--- config.mk ---
export PLATFORM = sky130hd
export DESIGN_NAME = roy1707018_ro2
export DESIGN_NICKNAME = d
export VERILOG_FILES = /design/src/rtl/roy1707018_ro2.sv
export SDC_FILE = /design/constraint.sdc
export NUM_CORES = 1
export LEC_CHECK = 0
export CORE_AREA = 2 2 72 74
export DETAILED_ROUTE_END_ITERATION = 12
export DIE_AREA = 0 0 74 76
export PLACE_DENSITY = 0.82
export REMOVE_ABC_BUFFERS = 1
export SETUP_SLACK_MARGIN = 0.4
export SLEW_MARGIN = 20
export SYNTH_ARGS = -nofsm -noshare
export SYNTH_HDL_FRONTEND = slang
export SYNTH_SLANG_ARGS = --single-unit
--- constraint.sdc ---
create_clock -name clk -period 1.9 [get_ports clk]
set_clock_uncertainty 0.15 [all_clocks]
set_input_delay 0.285 -clock clk [delete_from_list [all_inputs] [get_ports clk]]
set_output_delay 0.285 -clock clk [all_outputs]
set_load 0.01 [all_outputs]
--- src/rtl/roy1707018_ro2.sv ---
// Selectable-length ring oscillator with a windowed rising-edge frequency counter.
// The count is read back a byte at a time; status bits are driven on the bidirectional pins.
module roy1707018_ro2 #(
  parameter int WINDOW_LOG2 = 8,
  parameter int CNT_W       = 16,
  parameter bit SIM_MODEL   = 1'b1
) (
  input  logic       clk,
  input  logic       rst_n,
  input  logic       ena,
  input  logic [7:0] ui_in,
  output logic [7:0] uo_out,
  input  logic [7:0] uio_in,
  output logic [7:0] uio_out,
  output logic [7:0] uio_oe
);

  typedef enum logic [1:0] {
    ST_IDLE    = 2'd0,
    ST_MEASURE = 2'd1,
    ST_DONE    = 2'd2
  } state_t;

  localparam logic [CNT_W-1:0]       CNT_MAX  = {CNT_W{1'b1}};
  localparam logic [WINDOW_LOG2-1:0] WIN_LAST = {WINDOW_LOG2{1'b1}};

  logic                   ro_en_s;
  logic                   start_s;
  logic [2:0]             stage_sel_s;
  logic                   byte_sel_s;
  logic                   raw_mode_s;
  logic                   ro_s;
  logic                   ro_meta_r;
  logic                   ro_sync_r;
  logic                   ro_sync_d_r;
  logic                   rise_s;
  logic                   start_d_r;
  logic                   start_pulse_s;
  state_t                 state_r;
  state_t                 state_nxt_s;
  logic [CNT_W-1:0]       count_r;
  logic [CNT_W-1:0]       count_nxt_s;
  logic                   overflow_r;
  logic                   overflow_nxt_s;
  logic [WINDOW_LOG2-1:0] win_r;
  logic [WINDOW_LOG2-1:0] win_nxt_s;
  logic [15:0]            count16_s;
  logic                   unused_s;

  assign ro_en_s       = ui_in[0] & ena;
  assign start_s       = ui_in[1];
  assign stage_sel_s   = ui_in[4:2];
  assign byte_sel_s    = ui_in[5];
  assign raw_mode_s    = ui_in[6];
  assign start_pulse_s = start_s & ~start_d_r & ena;
  assign rise_s        = ro_sync_r & ~ro_sync_d_r;
  assign unused_s      = ^{uio_in, ui_in[7]};

  generate
    if (SIM_MODEL) begin : g_ro_model
      logic [3:0] phase_r;
      logic       ro_r;

      // Behavioural RO: toggles every 2+stage_sel clocks, parked low with phase cleared when disabled
      always_ff @(posedge clk) begin
        if (rst_n) begin
          phase_r <= 4'd0;
          ro_r    <= 1'b0;
        end else if (!ro_en_s) begin
          phase_r <= 4'd0;
          ro_r    <= 1'b0;
        end else if (phase_r == ({1'b0, stage_sel_s} + 4'd1)) begin
          phase_r <= 4'd0;
          ro_r    <= ~ro_r;
        end else begin
          phase_r <= phase_r + 4'd1;
          ro_r    <= ro_r;
        end
      end

      assign ro_s = ro_r;
    end else begin : g_ro_ring
      // NAND gate is stage one; the tap closes the loop after 2*stage_sel+3 inversions
      (* keep *) logic [16:0] ring_s;
      logic [4:0]             tap_s;

      assign tap_s     = {1'b0, stage_sel_s, 1'b0} + 5'd2;
      assign ring_s[0] = ~(ro_en_s & ring_s[tap_s]);
      for (genvar i = 1; i < 17; i++) begin : g_inv
        assign ring_s[i] = ~ring_s[i-1];
      end
      assign ro_s = ro_en_s & ring_s[tap_s];
    end
  endgenerate

  // Two-flop synchroniser for the RO, an extra flop for edge detect, and the start edge register
  always_ff @(posedge clk) begin
    if (rst_n) begin
      ro_meta_r   <= 1'b0;
      ro_sync_r   <= 1'b0;
      ro_sync_d_r <= 1'b0;
      start_d_r   <= 1'b0;
    end else begin
      ro_meta_r   <= ro_s;
      ro_sync_r   <= ro_meta_r;
      ro_sync_d_r <= ro_sync_r;
      start_d_r   <= start_s;
    end
  end

  // Measurement state and datapath registers
  always_ff @(posedge clk) begin
    if (rst_n) begin
      state_r    <= ST_IDLE;
      count_r    <= {CNT_W{1'b0}};
      overflow_r <= 1'b0;
      win_r      <= {WINDOW_LOG2{1'b0}};
    end else begin
      state_r    <= state_nxt_s;
      count_r    <= count_nxt_s;
      overflow_r <= overflow_nxt_s;
      win_r      <= win_nxt_s;
    end
  end

  // Next-state logic; losing ro_en takes priority over the window end so an aborted run never reports done
  always_comb begin
    state_nxt_s    = state_r;
    count_nxt_s    = count_r;
    overflow_nxt_s = overflow_r;
    win_nxt_s      = win_r;
    case (state_r)
      ST_IDLE, ST_DONE: begin
        if (start_pulse_s && ro_en_s) begin
          state_nxt_s    = ST_MEASURE;
          count_nxt_s    = {CNT_W{1'b0}};
          overflow_nxt_s = 1'b0;
          win_nxt_s      = {WINDOW_LOG2{1'b0}};
        end else begin
          state_nxt_s = state_r;
        end
      end
      ST_MEASURE: begin
        if (!ro_en_s) begin
          state_nxt_s = ST_IDLE;
        end else begin
          if (rise_s) begin
            if (count_r == CNT_MAX) begin
              overflow_nxt_s = 1'b1;
            end else begin
              count_nxt_s = count_r + CNT_W'(1);
            end
          end else begin
            count_nxt_s = count_r;
          end
          if (win_r == WIN_LAST) begin
            state_nxt_s = ST_DONE;
          end else begin
            win_nxt_s = win_r + WINDOW_LOG2'(1);
          end
        end
      end
      default: begin
        state_nxt_s = ST_IDLE;
      end
    endcase
  end

  assign count16_s = 16'(count_r);

  // Byte readback mux, legal in any state
  always_comb begin
    uo_out = 8'h00;
    if (raw_mode_s) begin
      uo_out = {ro_sync_r, 7'b0000000};
    end else if (byte_sel_s) begin
      uo_out = count16_s[15:8];
    end else begin
      uo_out = count16_s[7:0];
    end
  end

  assign uio_out = {4'b0000, overflow_r, ro_sync_r,
                    (state_r == ST_DONE), (state_r == ST_MEASURE)};
  assign uio_oe  = 8'h0F;

endmodule

After elaboration in Yosys (flattened, before gate mapping) --
Cells that the tools add are included.
Word-level totals: bits in registers 36, input bits 19, output and inout bits 24, word-level logic and storage cells 64
Cells by class: add/subtract/negate cells 4, equality and inequality tests 12, multiplexer cells 20, bitwise operators 8, reductions and logical operators 10
Operators with widths (count):
- $mux 16 | 4
- $mux 8 | 5
- $pmux 16 s2 | 1
- $add 16x1->16 const B | 1
- $eq 16x16->1 const B | 1
- $pmux 8 s2 | 1
- $reduce_and 5->1 | 2
- $add 8x1->8 const B | 1
- $eq 8x8->1 const B | 1
- $mux 2 | 3
- $ne 2x1->1 const B | 3
- $ne 2x2->1 const B | 3
- $add 3x1->4 const B | 1
- $add 4x1->4 const B | 1
- $and 1x1->1 | 4
- $eq 4x4->1 | 1
- $mux 1 | 4
- $not 1->1 | 4
- $pmux 2 s2 | 1
- $reduce_and 4->1 | 1
- $reduce_or 2->1 | 2
- $ne 3x2->1 const B | 1
- $reduce_or 3->1 | 1
- $eq 2x1->1 const B | 1
- 6 further kinds | 6

Logic depth before layout (Yosys ltp) --
depth after elaboration 6, depth in mapped cells 7

Least setup slack after synthesis --
OpenSTA, ideal clock, no wires.
path kind reg2reg, start point reg count_r[0], in the netlist count16_s[0], end point reg count_r[11], in the netlist count16_s[11], setup time 0.137 ns, data arrival time 1.729 ns, required time 1.613 ns, setup slack -0.116 ns, stages on the path, launching flop included 8, buffers on the path 2, period minus slack after synthesis 2.016 ns, path through dfxtp_1 ha_1 nand4_2 or4_1 clkbuf_1 buf_6 nand4_1 o221ai_1
Between the ends: longest elaborated chain between the ends 5
Ends and longest elaborated chain:
- start, declared | RTL line 41 | logic [CNT_W-1:0] count_r;
- start signal, assigned | RTL line 115 | count_r <= {CNT_W{1'b0}};
- start signal, assigned | RTL line 120 | count_r <= count_nxt_s;
- $add 16x1->16 | RTL line 151 | count_nxt_s = count_r + CNT_W'(1);
- $mux 16 | RTL line 148 | if (count_r == CNT_MAX) begin
- $mux 16 | RTL line 147 | if (rise_s) begin
- $mux 16 | RTL line 144 | if (!ro_en_s) begin
- $pmux 16 s2 | RTL line 132 | case (state_r)
Parallel ways exist; a longest one is shown, timed or not. The select of a mux whose other input is x is not followed. A chain may end at the register's enable or synchronous reset.

Worst setup path after layout --
start point reg count_r[0], in the netlist count16_s[0], end point reg count_r[13], in the netlist count16_s[13]
Same word-level chain as after synthesis.

==> results.sh <==
export IMPL_min_period_over_period_pct=98.0
export IMPL_ys_top_cells_by_count="36 x dfxtp_1, 21 x nand2_1, 16 x nor2_1"
export IMPL_h_tree_depth=2
export IMPL_post_drt_wl_per_cell_um=21.2
export IMPL_period_needed_ns=1.86
export IMPL_grt_use_total_pct=26.4
export IMPL_finalHoldViolations=0
export IMPL_yosysSeqAreaShare_pct=32.9
export IMPL_num_rows=26
export IMPL_required_ns=1.91
export IMPL_clkTransAtPathRegs_ns=0.08
export IMPL_finalSetupTns_ns=0
export IMPL_worstPathArrival_ns=1.88
export IMPL_area_growth_pct=62.0
export IMPL_async_flop_share_pct=0
export IMPL_leakage_nw=1.42
export IMPL_core_area_sq_mm=0.00491
export IMPL_grt_max_degree=13
export IMPL_peakVddDrop_mv=0.225
export IMPL_routabilityCongestion=0.912
export IMPL_yosysMostFrequentCell="dfxtp_1"
export IMPL_synth_area_leaders="dfxtp_1 33%, mux2i_1 5.5%, buf_4 5.1%"
export IMPL_comb_power_share_pct=14.2
export IMPL_final_cell_count_no_fill=416
export IMPL_p_sw_share_pct=26.1
export IMPL_place_worst_setup_slack_ns=-0.457
export IMPL_routed_via_density=6.31
export IMPL_clk_latency_ns=0.30
export IMPL_dieHeight_um=76
export IMPL_n_antenna_cell=0
export IMPL_maxCapViolations=0
export IMPL_avgSynthCellArea_sq_um=8.48
export IMPL_yosysTopAreaCell="dfxtp_1"
export IMPL_die_area_sq_mm=0.00562
export IMPL_design_area_sq_mm=0.00355
export IMPL_yosys_cell_types_count=55
export IMPL_grt_pass1_vias=2452
export IMPL_drc=0
export IMPL_place_area_sq_mm=0.00276
export IMPL_status="finished clean"
export IMPL_power_frac_seq_pct=48.7
export IMPL_final_nets=368
export IMPL_drt_total_wl_um=8830
export IMPL_hp_class="flop to flop"
export IMPL_vias=2623
export IMPL_p_clk_share_pct=37.1
export IMPL_ys_warn_count=0
export IMPL_drv_slew=0
export IMPL_fmax_mhz=537
export IMPL_rsz0062_at_grt="true"
export IMPL_syn_cell_area_sq_mm=0.00219
export IMPL_crit_fanout=6
export IMPL_die_w_um=74
export IMPL_first_pass_iters=6
export IMPL_drtIter0Drc=203
export IMPL_final_setup_viol_count=0
export IMPL_clock_sinks=36
export IMPL_ys_ff_latch=36
export IMPL_max_clock_path_buffers=2
export IMPL_initial_core_util_pct=44.5
export IMPL_grt_pass1_wl_um=11700
export IMPL_pin_count=43
export IMPL_reg2reg_slack_ns=0.04
export IMPL_dp_cells=385
export IMPL_cts_root_buf="clkbuf_8"
export IMPL_dp_hpwl_um=4140
export IMPL_cts_tree="yes"
export IMPL_numPortBuffers=21
export IMPL_final_antenna_net_count=0
export IMPL_antenna_found_initial=0
export IMPL_critPathCaptureType="flop"
export IMPL_cp_start_kind="flop"
export IMPL_p_int_mw=1.15
export IMPL_drive_gt1_share_pct=52.9
export IMPL_synthCells=258
export IMPL_powerDensity_mw_per_mm2=440
export IMPL_path_class="flop to flop"
export IMPL_power_mw=1.56
export IMPL_cts_inserted_buffers=5
export IMPL_synth_edf_count=0
export IMPL_overflow=0
export IMPL_setup_ws_ns=0.0376
export IMPL_p_sw_mw=0.408
export IMPL_synth_top_area_share_pct=32.9
export IMPL_ys_flop_type="dfxtp_1"
export IMPL_fillers=280
==> worst paths after layout <==
check / startpoint / cells past startpoint / endpoint
worst max register to register: count16_s[0] / 6 / count16_s[13]
worst min register to register: ro_meta_r / 1 / ro_sync_r
worst max-delay path: count16_s[0] / 6 / count16_s[13]
worst min-delay path: ro_meta_r / 1 / ro_sync_r
==> cell usage in the layout, fill, tap and decap left out, drive strengths merged, types with 7 or more instances in the layout <==
master       Yosys  final
conb             2     12
nor4             8      8
a31oi           11     11
dlygate4sd2      0      7
inv             14     14
dfxtp           36     36
clkbuf           8      8
nor2            16     16
nand2           21     21
buf             20     89
nand3           11     11
nand4           11     11
mux2i           12     12
==> metrics by stage <==
step / hold slack (ns) / utilization [%]
floorplan: 0.207 / -
global placement: 0.274 / 56.2
detailed placement: 0.297 / 56.2
CTS: 0.307 / 65.1
global route: 0.314 / 72.2
finish: 0.312 / 72.2
==> layer usage <==
metal	vias up	track usage, %	wire length [um]	part of all wire (%)
met5	-	0	0	0
met4	0	10.9	385	4.4
met3	50	4.63	706	8.0
met2	174	46.9	4370	50
met1	1286	30.3	3360	38
li1	1113	-	-	-
==> timing repair <==
action,CTS,global route
gates resized for setup,125,65
pin swaps,20,20
buffers inserted,12,10
hold buffers,0,0
hold endpoints to repair,0,0
setup endpoints to repair,44,42
gates cloned,1,0
==> final cells by class <==
| class | instances | area [sq um] | area share [%] |
|---|---|---|---|
| well taps | 70 | 87.6 | 2.47 |
| inverters | 14 | 52.6 | 1.48 |
| multi-input cells | 190 | 1720 | 48.4 |
| clock buffers | 8 | 90.1 | 2.54 |
| flip-flops and latches | 36 | 758 | 21.4 |
| repair buffers | 98 | 840 | 23.7 |
==> power by group through the flow <==
stage / combinational (mW) / sequential, mW / clock [mW]
6_report: 0.222 / 0.760 / 0.580
5_1_grt: 0.231 / 0.760 / 0.610
4_1_cts: 0.181 / 0.764 / 0.569
3_5_place_dp: 0.158 / 0.781 / 0
3_3_place_gp: 0.155 / 0.781 / 0
2_1_floorplan: 0.0666 / 0.781 / 0
==> cells by family after synthesis <==
group	Yosys count	synth area share, %
buf+inv	42	10.6
xor+xnor	5	2.00
simple gates	106	27.8
flops	36	32.9
fa+ha+maj	4	2.29
mux	12	5.49
compound gates	51	18.6
other cells	2	0.343
==> worst max-delay path, stage by stage, from the launching register on <==
cell	delay, ns
dfxtp_2	0.37
ha_4	0.16
nand4_4	0.10
or4_4	0.56
buf_6	0.17
nand4_1	0.09
o221ai_1	0.13
==> state kept, by name, summed over array words and instances, names as in the netlist, 2 cells and up <==
register	flops
count16_s	16
g_ro_model.phase_r	4
state_r	2
win_r	8
(Power assumes the default switching activity.)
